File: src/rtl/sync_fifo_param.sv
`default_nettype none
// +----------------------------------------------------------------------------+
// | Module  : sync_fifo_param                                                  |
// | Brief   : Parametrised single-clock FIFO with occupancy, level flags and   |
// |           sticky overflow/underflow; SYNC_FIFO_FWFT_EN selects FWFT read.  |
// | Rev     : 1.0                                                              |
// +----------------------------------------------------------------------------+
module sync_fifo_param #(
  parameter int DATA_W = 4,
  parameter int DEPTH  = 4,
  parameter int AF_LVL = 3,
  parameter int AE_LVL = 1
) (
  input  logic                       clk,
  input  logic                       rst,
  input  logic                       push,
  input  logic [DATA_W-1:0]          din,
  input  logic                       pop,
  output logic [DATA_W-1:0]          dout,
  output logic                       dout_valid,
  output logic                       full,
  output logic                       empty,
  output logic                       almost_full,
  output logic                       almost_empty,
  output logic [$clog2(DEPTH):0]     count,
  output logic                       overflow,
  output logic                       underflow,
  input  logic                       clr_err
);

  localparam int PW = $clog2(DEPTH);
  localparam int CW = PW + 1;
  localparam logic [CW-1:0] c_DEPTH_CNT = CW'(DEPTH);
  localparam logic [CW-1:0] c_AF_LVL    = CW'(AF_LVL);
  localparam logic [CW-1:0] c_AE_LVL    = CW'(AE_LVL);

  logic [DATA_W-1:0] mem [DEPTH];

  logic [PW-1:0] wr_ptr_q, wr_ptr_d;
  logic [PW-1:0] rd_ptr_q, rd_ptr_d;
  logic [CW-1:0] count_q, count_d;
  logic          overflow_q, overflow_d;
  logic          underflow_q, underflow_d;
  logic          wr_acc, rd_acc;

  assign full         = (count_q == c_DEPTH_CNT);
  assign empty        = (count_q == '0);
  assign almost_full  = (count_q >= c_AF_LVL);
  assign almost_empty = (count_q <= c_AE_LVL);
  assign count        = count_q;
  assign overflow     = overflow_q;
  assign underflow    = underflow_q;

  assign wr_acc = push & ~full;
  assign rd_acc = pop & ~empty;

  // A new error in the same cycle as clr_err must survive the clear.
  always_comb begin
    wr_ptr_d    = wr_ptr_q + PW'(wr_acc);
    rd_ptr_d    = rd_ptr_q + PW'(rd_acc);
    count_d     = count_q + CW'(wr_acc) - CW'(rd_acc);
    overflow_d  = (overflow_q & ~clr_err) | (push & full);
    underflow_d = (underflow_q & ~clr_err) | (pop & empty);
  end

  always_ff @(posedge clk) begin
    if (rst) begin
      wr_ptr_q    <= '0;
      rd_ptr_q    <= '0;
      count_q     <= '0;
      overflow_q  <= 1'b0;
      underflow_q <= 1'b0;
    end else begin
      wr_ptr_q    <= wr_ptr_d;
      rd_ptr_q    <= rd_ptr_d;
      count_q     <= count_d;
      overflow_q  <= overflow_d;
      underflow_q <= underflow_d;
    end
  end

  // Storage is intentionally not reset; reset still blocks a concurrent push.
  always_ff @(posedge clk) begin
    if (wr_acc && !rst) begin
      mem[wr_ptr_q] <= din;
    end
  end

`ifdef SYNC_FIFO_FWFT_EN
  assign dout       = mem[rd_ptr_q];
  assign dout_valid = ~empty;
`else
  logic [DATA_W-1:0] dout_q, dout_d;
  logic              dout_valid_q, dout_valid_d;

  always_comb begin
    dout_d       = rd_acc ? mem[rd_ptr_q] : dout_q;
    dout_valid_d = rd_acc;
  end

  always_ff @(posedge clk) begin
    if (rst) begin
      dout_q       <= '0;
      dout_valid_q <= 1'b0;
    end else begin
      dout_q       <= dout_d;
      dout_valid_q <= dout_valid_d;
    end
  end

  assign dout       = dout_q;
  assign dout_valid = dout_valid_q;
`endif

endmodule
`default_nettype wire

File: config.mk
export PLATFORM = sky130hd
export DESIGN_NAME = sync_fifo_param
export DESIGN_NICKNAME = d
export VERILOG_FILES = /design/src/rtl/sync_fifo_param.sv
export SDC_FILE = /design/constraint.sdc
export NUM_CORES = 1
export LEC_CHECK = 0
export ABC_AREA = 0
export BUFFER_PORTS_ARGS = -buffer_cell sky130_fd_sc_hd__buf_2
export CORE_ASPECT_RATIO = 1.25
export CORE_MARGIN = 2
export CORE_UTILIZATION = 50
export CTS_BUF_LIST = sky130_fd_sc_hd__clkbuf_2 sky130_fd_sc_hd__clkbuf_4 sky130_fd_sc_hd__clkbuf_8
export DETAILED_ROUTE_END_ITERATION = 10
export PLACE_DENSITY = 0.73
export REMOVE_ABC_BUFFERS = 1
export SYNTH_ARGS = -nofsm -noshare
export SYNTH_HDL_FRONTEND = slang
export SYNTH_SLANG_ARGS = --single-unit
export TNS_END_PERCENT = 10
File: constraint.sdc
create_clock -name clk -period 2.04 [get_ports clk]
set_input_delay 0.408 -clock clk [delete_from_list [all_inputs] [get_ports clk]]
set_output_delay 0.408 -clock clk [all_outputs]
set_load 0.01 [all_outputs]
# After elaboration in Yosys (flattened, before gate mapping)
# Memory sizes are Yosys's and may differ from the RTL's. A register that Yosys moved wholly into a read port is not among the register bits.
# Cells that the tools add are included.
word_totals:
  mem_bits_rw: 16
  in_bits: 9
  out_inout_bits: 14
  reg_bits: 10
  word_cells: 30
  n_memories: 1
mem_list:
  columns: ["memory", "words", "word_bits", "read_ports", "rd_clocked_by_memory_dff", "write_ports", "line_no", "rtl"]
  rows:
  - ["mem", 4, 4, 1, 1, 1, "37", "logic [DATA_W-1:0] mem [DEPTH];"]
classes:
  bitwise: 11
  order_cmp: 2
  addsub: 4
  n_eq_ne: 1
  n_mux: 2
  n_reduce_logical: 3
op_table:
  columns: ["op", "count"]
  rows:
  - ["$and A1 B1 Y1", 6]
  - ["$add A2 B1 Y2", 2]
  - ["$add A3 B1 Y3", 1]
  - ["$eq A3 B3 Y1 const B", 1]
  - ["$ge A3 B2 Y1 const B", 1]
  - ["$le A3 B1 Y1 const B", 1]
  - ["$logic_not A3 Y1", 1]
  - ["$not A1 Y1", 3]
  - ["$sub A3 B1 Y3", 1]
  - ["$mux W1", 2]
  - ["$or A1 B1 Y1", 2]
  - ["$logic_and A1 B1 Y1", 1]
  - ["$logic_not A1 Y1", 1]

# Longest topological paths before layout
depth:
  ltp_word: 6
  depth_mapped: 9

# Worst setup path before layout
# Ideal clock, no wire load.
synth_timing:
  kind: "register to register"
  startpoint: "reg count_q[2] (netlist: count[2])"
  endpoint: "reg count_q[2] (netlist: count[2])"
  arrival_ns: 1.935
  slack_ns: -0.022
  required_time_ns: 1.912
  stages_incl_launch_ff: 10
  n_path_buf: 0
  setup_ns: 0.128
  cell_sequence: "dfxtp_1 -> nor3b_2 -> nand2b_4 -> inv_2 -> xnor2_1 -> ha_1 -> inv_1 -> fa_1 -> xnor2_1 -> nor2_1"
synth_between:
  elab_chain_cells: 5
synth_lines:
  columns: ["item", "line_no", "rtl"]
  rows:
  - ["start, declared", "41", "logic [CW-1:0] count_q, count_d;"]
  - ["start signal, assigned", "76", "count_q <= count_d;"]
  - ["$eq A3 B3 Y1", "46", "assign full = (count_q == c_DEPTH_CNT);"]
  - ["named net full", "21", "output logic full,"]
  - ["$not A1 Y1", "54", "assign wr_acc = push & ~full;"]
  - ["$and A1 B1 Y1", "54", null]
  - ["$add A3 B1 Y3", "61", "count_d = count_q + CW'(wr_acc) - CW'(rd_acc);"]
  - ["$sub A3 B1 Y3", "61", null]
# The timed path passes the listed nets, and every way through them passes these cells.
# A chain may end at the register's enable or synchronous reset.

# Final worst setup path
layout_timing:
  startpoint: "reg count_q[0] (netlist: count[0])"
  endpoint: "reg count_q[2] (netlist: count[2])"
layout_between:
  elab_chain_cells: 5
layout_lines:
  columns: ["item", "line_no"]
  rows:
  - ["$eq A3 B3 Y1", "46"]
  - ["$not A1 Y1", "54"]
  - ["$and A1 B1 Y1", "54"]
  - ["$add A3 B1 Y3", "61"]
  - ["$sub A3 B1 Y3 (*)", "61"]
# Every way passes the cells marked *; elsewhere a longest branch is shown, timed or not.

==> summary.md <==
| Metric | Value |
|---|---|
| CTS buffer count | `5` |
| Via count | `roughly 780` |
| Sink Count | `30` |
| Antenna diodes | `0` |
| Max Transition Viols Final | `0` |
| Warnings from Yosys | `0` |
| Core area | `about 0.0024 mm^2` |
| Io pins | `23` |
| Clk_lat worst skew | `0.33 ns` |
| # hold bufs at CTS | `0` |
| Vias in the first global route | `about 760` |
| Clk buf depth | `2` |
| PwrDens | `1309 mW/mm^2` |
| Worst EP arrival | `roughly 2.2 ns` |
| Type of origin of the critical path | `flop` |
| Area Overhead vs Synth | `22.39%` |
| Final setup fails | `0` |
| Share of cells above drive strength 1 | `38.21%` |
| Yosys reg bits | `30` |
| Setup crit end kind | `flop` |
| DRT Pass-1 Iters | `4` |
| Fillers | `slightly above 200` |
| Rows | `20` |
| Die Wd | `48.66 um` |
| Headroom to the max-slew limit | `between 70 and 80%` |
| Outcome | `finished clean` |
| ANT nets after route | `0` |
| Root Buffer | `clkbuf_4` |
| Crit-path max FO | `4` |
| Htree depth | `2` |
| Crit Path Category | `reg2reg` |
| Total gr overflow | `0` |
| GRT Resource Usage Total | `between 10% and 20%` |
| Detailed Place HPWL | `roughly 1.5 mm` |
| CTS tree | `yes` |
| Initial antenna violation count | `0` |
| Final Util | `between 60% and 70%` |
| Final Cycle Share | `a little under 100%` |
| GPL Wtd Cong | `about 0.7` |
| Worst-Margin Slew | `between 0.3 and 0.4 ns` |
| Synthesized area per cell | `14.16 um^2` |
| Fin area | `around 0.0015 mm^2` |
| CP Data Required Time | `2.26 ns` |
| FMAX | `roughly 510 MHz` |
| Port bufs | `22` |
| Fin nets | `137` |
| DIE AREA | `0.002910 mm^2` |
| Placed Area | `roughly 0.0014 mm^2` |
| HP Class | `in2reg` |
| Drt via density | `5.026` |
| Synth Instances | `between 80 and 90` |
| Mapped Area | `around 0.0012 mm^2` |
| Worst-path clk slew | `0.10 ns` |
| Post-Route WL | `2.087 mm` |
| Die height | `roughly 60 um` |
| Drt drc | `0` |
| Worst VDD drop | `about 0.86 mV` |
| First-pass GRT wire length | `approximately 3.5 mm` |
| Routed WL per cell | `~13 um` |
| Clk_skew | `~0.006 ns` |
| Synth unique cells | `26` |
| Max-cap check violation count | `0` |
| Initial core utilization | `between 50% and 60%` |
| Register area share after synthesis | `roughly three fifths` |
| DR iter-0 viols | `20` |
| Fin. Hold Viols | `0` |
| Pin count of the biggest net entering global routing | `19` |
| Tmin final | `between 1.5 and 2 ns` |
| Lkg Pwr | `0.6391 nW` |
==> final cells by class <==
cell class / count / area (um^2) / share of cell area [%]
clock buffer: 5 / 37.54 / 2.461
clock inverter: 3 / 40.04 / 2.625
inverter: 4 / 15.01 / 0.9844
multi-input combinational: 51 / 460.4 / 30.19
sequential: 30 / 760.7 / 49.88
tap: 33 / 41.29 / 2.707
timing repair buffer: 30 / 170.2 / 11.16
==> cell usage after synthesis, drive strengths merged <==
| library cell | count | share of area (%) |
|---|---|---|
| xor2 | 2 | 1.4 |
| ha | 5 | 5.0 |
| clkbuf | 2 | 0.60 |
| a32o | 1 | 0.80 |
| o311ai | 1 | 0.70 |
| a21oi | 2 | 0.80 |
| nor2 | 13 | 3.9 |
| nand2b | 1 | 1.1 |
| and4b | 1 | 0.80 |
| nor3b | 1 | 1.0 |
| inv | 4 | 1.2 |
| nor2b | 4 | 2.0 |
| nor4 | 1 | 0.50 |
| mux4 | 4 | 7.2 |
| mux2i | 4 | 3.2 |
| nand2 | 2 | 0.60 |
| buf | 1 | 0.40 |
| nor3 | 1 | 0.40 |
| o31ai | 1 | 1.7 |
| fa | 1 | 1.6 |
| o21ai | 1 | 0.40 |
| xnor2 | 3 | 2.1 |
| nor4b | 2 | 1.4 |
| edfxtp | 16 | 39 |
| dfxtp | 14 | 22 |
==> per-layer routing <==
metal	routed length (um)	share of wire (%)	track usage [%]
met5	0	0	0
met4	42	2.0	9.796
met3	126	6.0	8.250
met2	1080	52	28.57
met1	837	40	18.47
==> state kept, by name, summed over array words and instances (netlist names) <==
name / cells
dout_valid: 1
rd_ptr_q: 2
wr_ptr_q: 2
overflow: 1
underflow: 1
dout: 4
mem: 16
count: 3
==> critical path: stages (launching register included) <==
cell	delay (ns)
dfxtp_1	0.33
nor3b_2	0.25
nand2b_4	0.18
inv_2	0.05
xnor2_1	0.21
ha_2	0.21
inv_1	0.04
fa_1	0.37
xnor2_1	0.17
nor2_1	0.05
==> worst paths after layout <==
check | start | endpoint | slack [ns] | cells past startpoint
max reg2reg | count[0] | count[2] | 0.08 | 9
max | count[0] | count[2] | 0.08 | 9
min | din[0] | mem[2][0] | 0.29 | 1
min reg2reg | dout[2] | dout[2] | 0.50 | 2
==> logic make-up after synthesis <==
kind of cell             synth area share [%]
adder cells (fa/ha/maj)                 6.627
multiplexers                            10.44
flip-flops                              61.04
XOR/XNOR                                3.515
AND/OR/NAND/NOR                         11.75
buffers and inverters                   2.208
AO/OA/AOI/OAI                           4.417
==> what timing repair did <==
| item | in CTS | in global routing |
|---|---|---|
| endpoints found under the setup margin | 0 | 1 |
| buffers inserted | 0 | 1 |
| resized for setup | 0 | 1 |
==> through the flow <==
step                      hold WS [ns]  setup slack [ns]  std cells  setup TNS [ns]  total power [mW]
final                           0.2858           0.07895        156               0             1.996
after global routing            0.2651          -0.05769        156        -0.06558             2.136
after CTS                       0.2745            0.1041        155               0             2.010
after detailed placement        0.4766            0.1229        147               0             1.543
after global placement          0.4678            0.2276        147               0             1.522
after floorplan                 0.4747         -0.009537         85       -0.009537             1.280
==> report_power, final <==
group	leakage [nW]	internal [mW]	switching, mW
clock	0.0450	0.254	0.210
combinational	0.334	0.366	0.363
sequential	0.260	0.732	0.0709
total	0.639	1.35	0.644
==> layout by cell type, fill, tap and decap left out <==
cell	instances
nor3b_2	1
clkinv_2	2
inv_1	3
clkbuf_4	5
buf_4	8
o311ai_1	1
nand2b_4	1
xnor2_1	3
a32o_1	1
edfxtp_1	16
o21ai_0	1
dfxtp_1	14
ha_2	1
mux2i_1	4
nand2_1	2
ha_1	4
inv_2	1
buf_2	22
xor2_1	2
a21oi_1	2
nor2_1	13
mux4_2	4
nor2b_1	4
nor3_1	1
nor4b_1	2
bufinv_16	1
fa_1	1
and4b_1	1
nor4_1	1
o31ai_4	1
(Power assumes the default switching activity.)
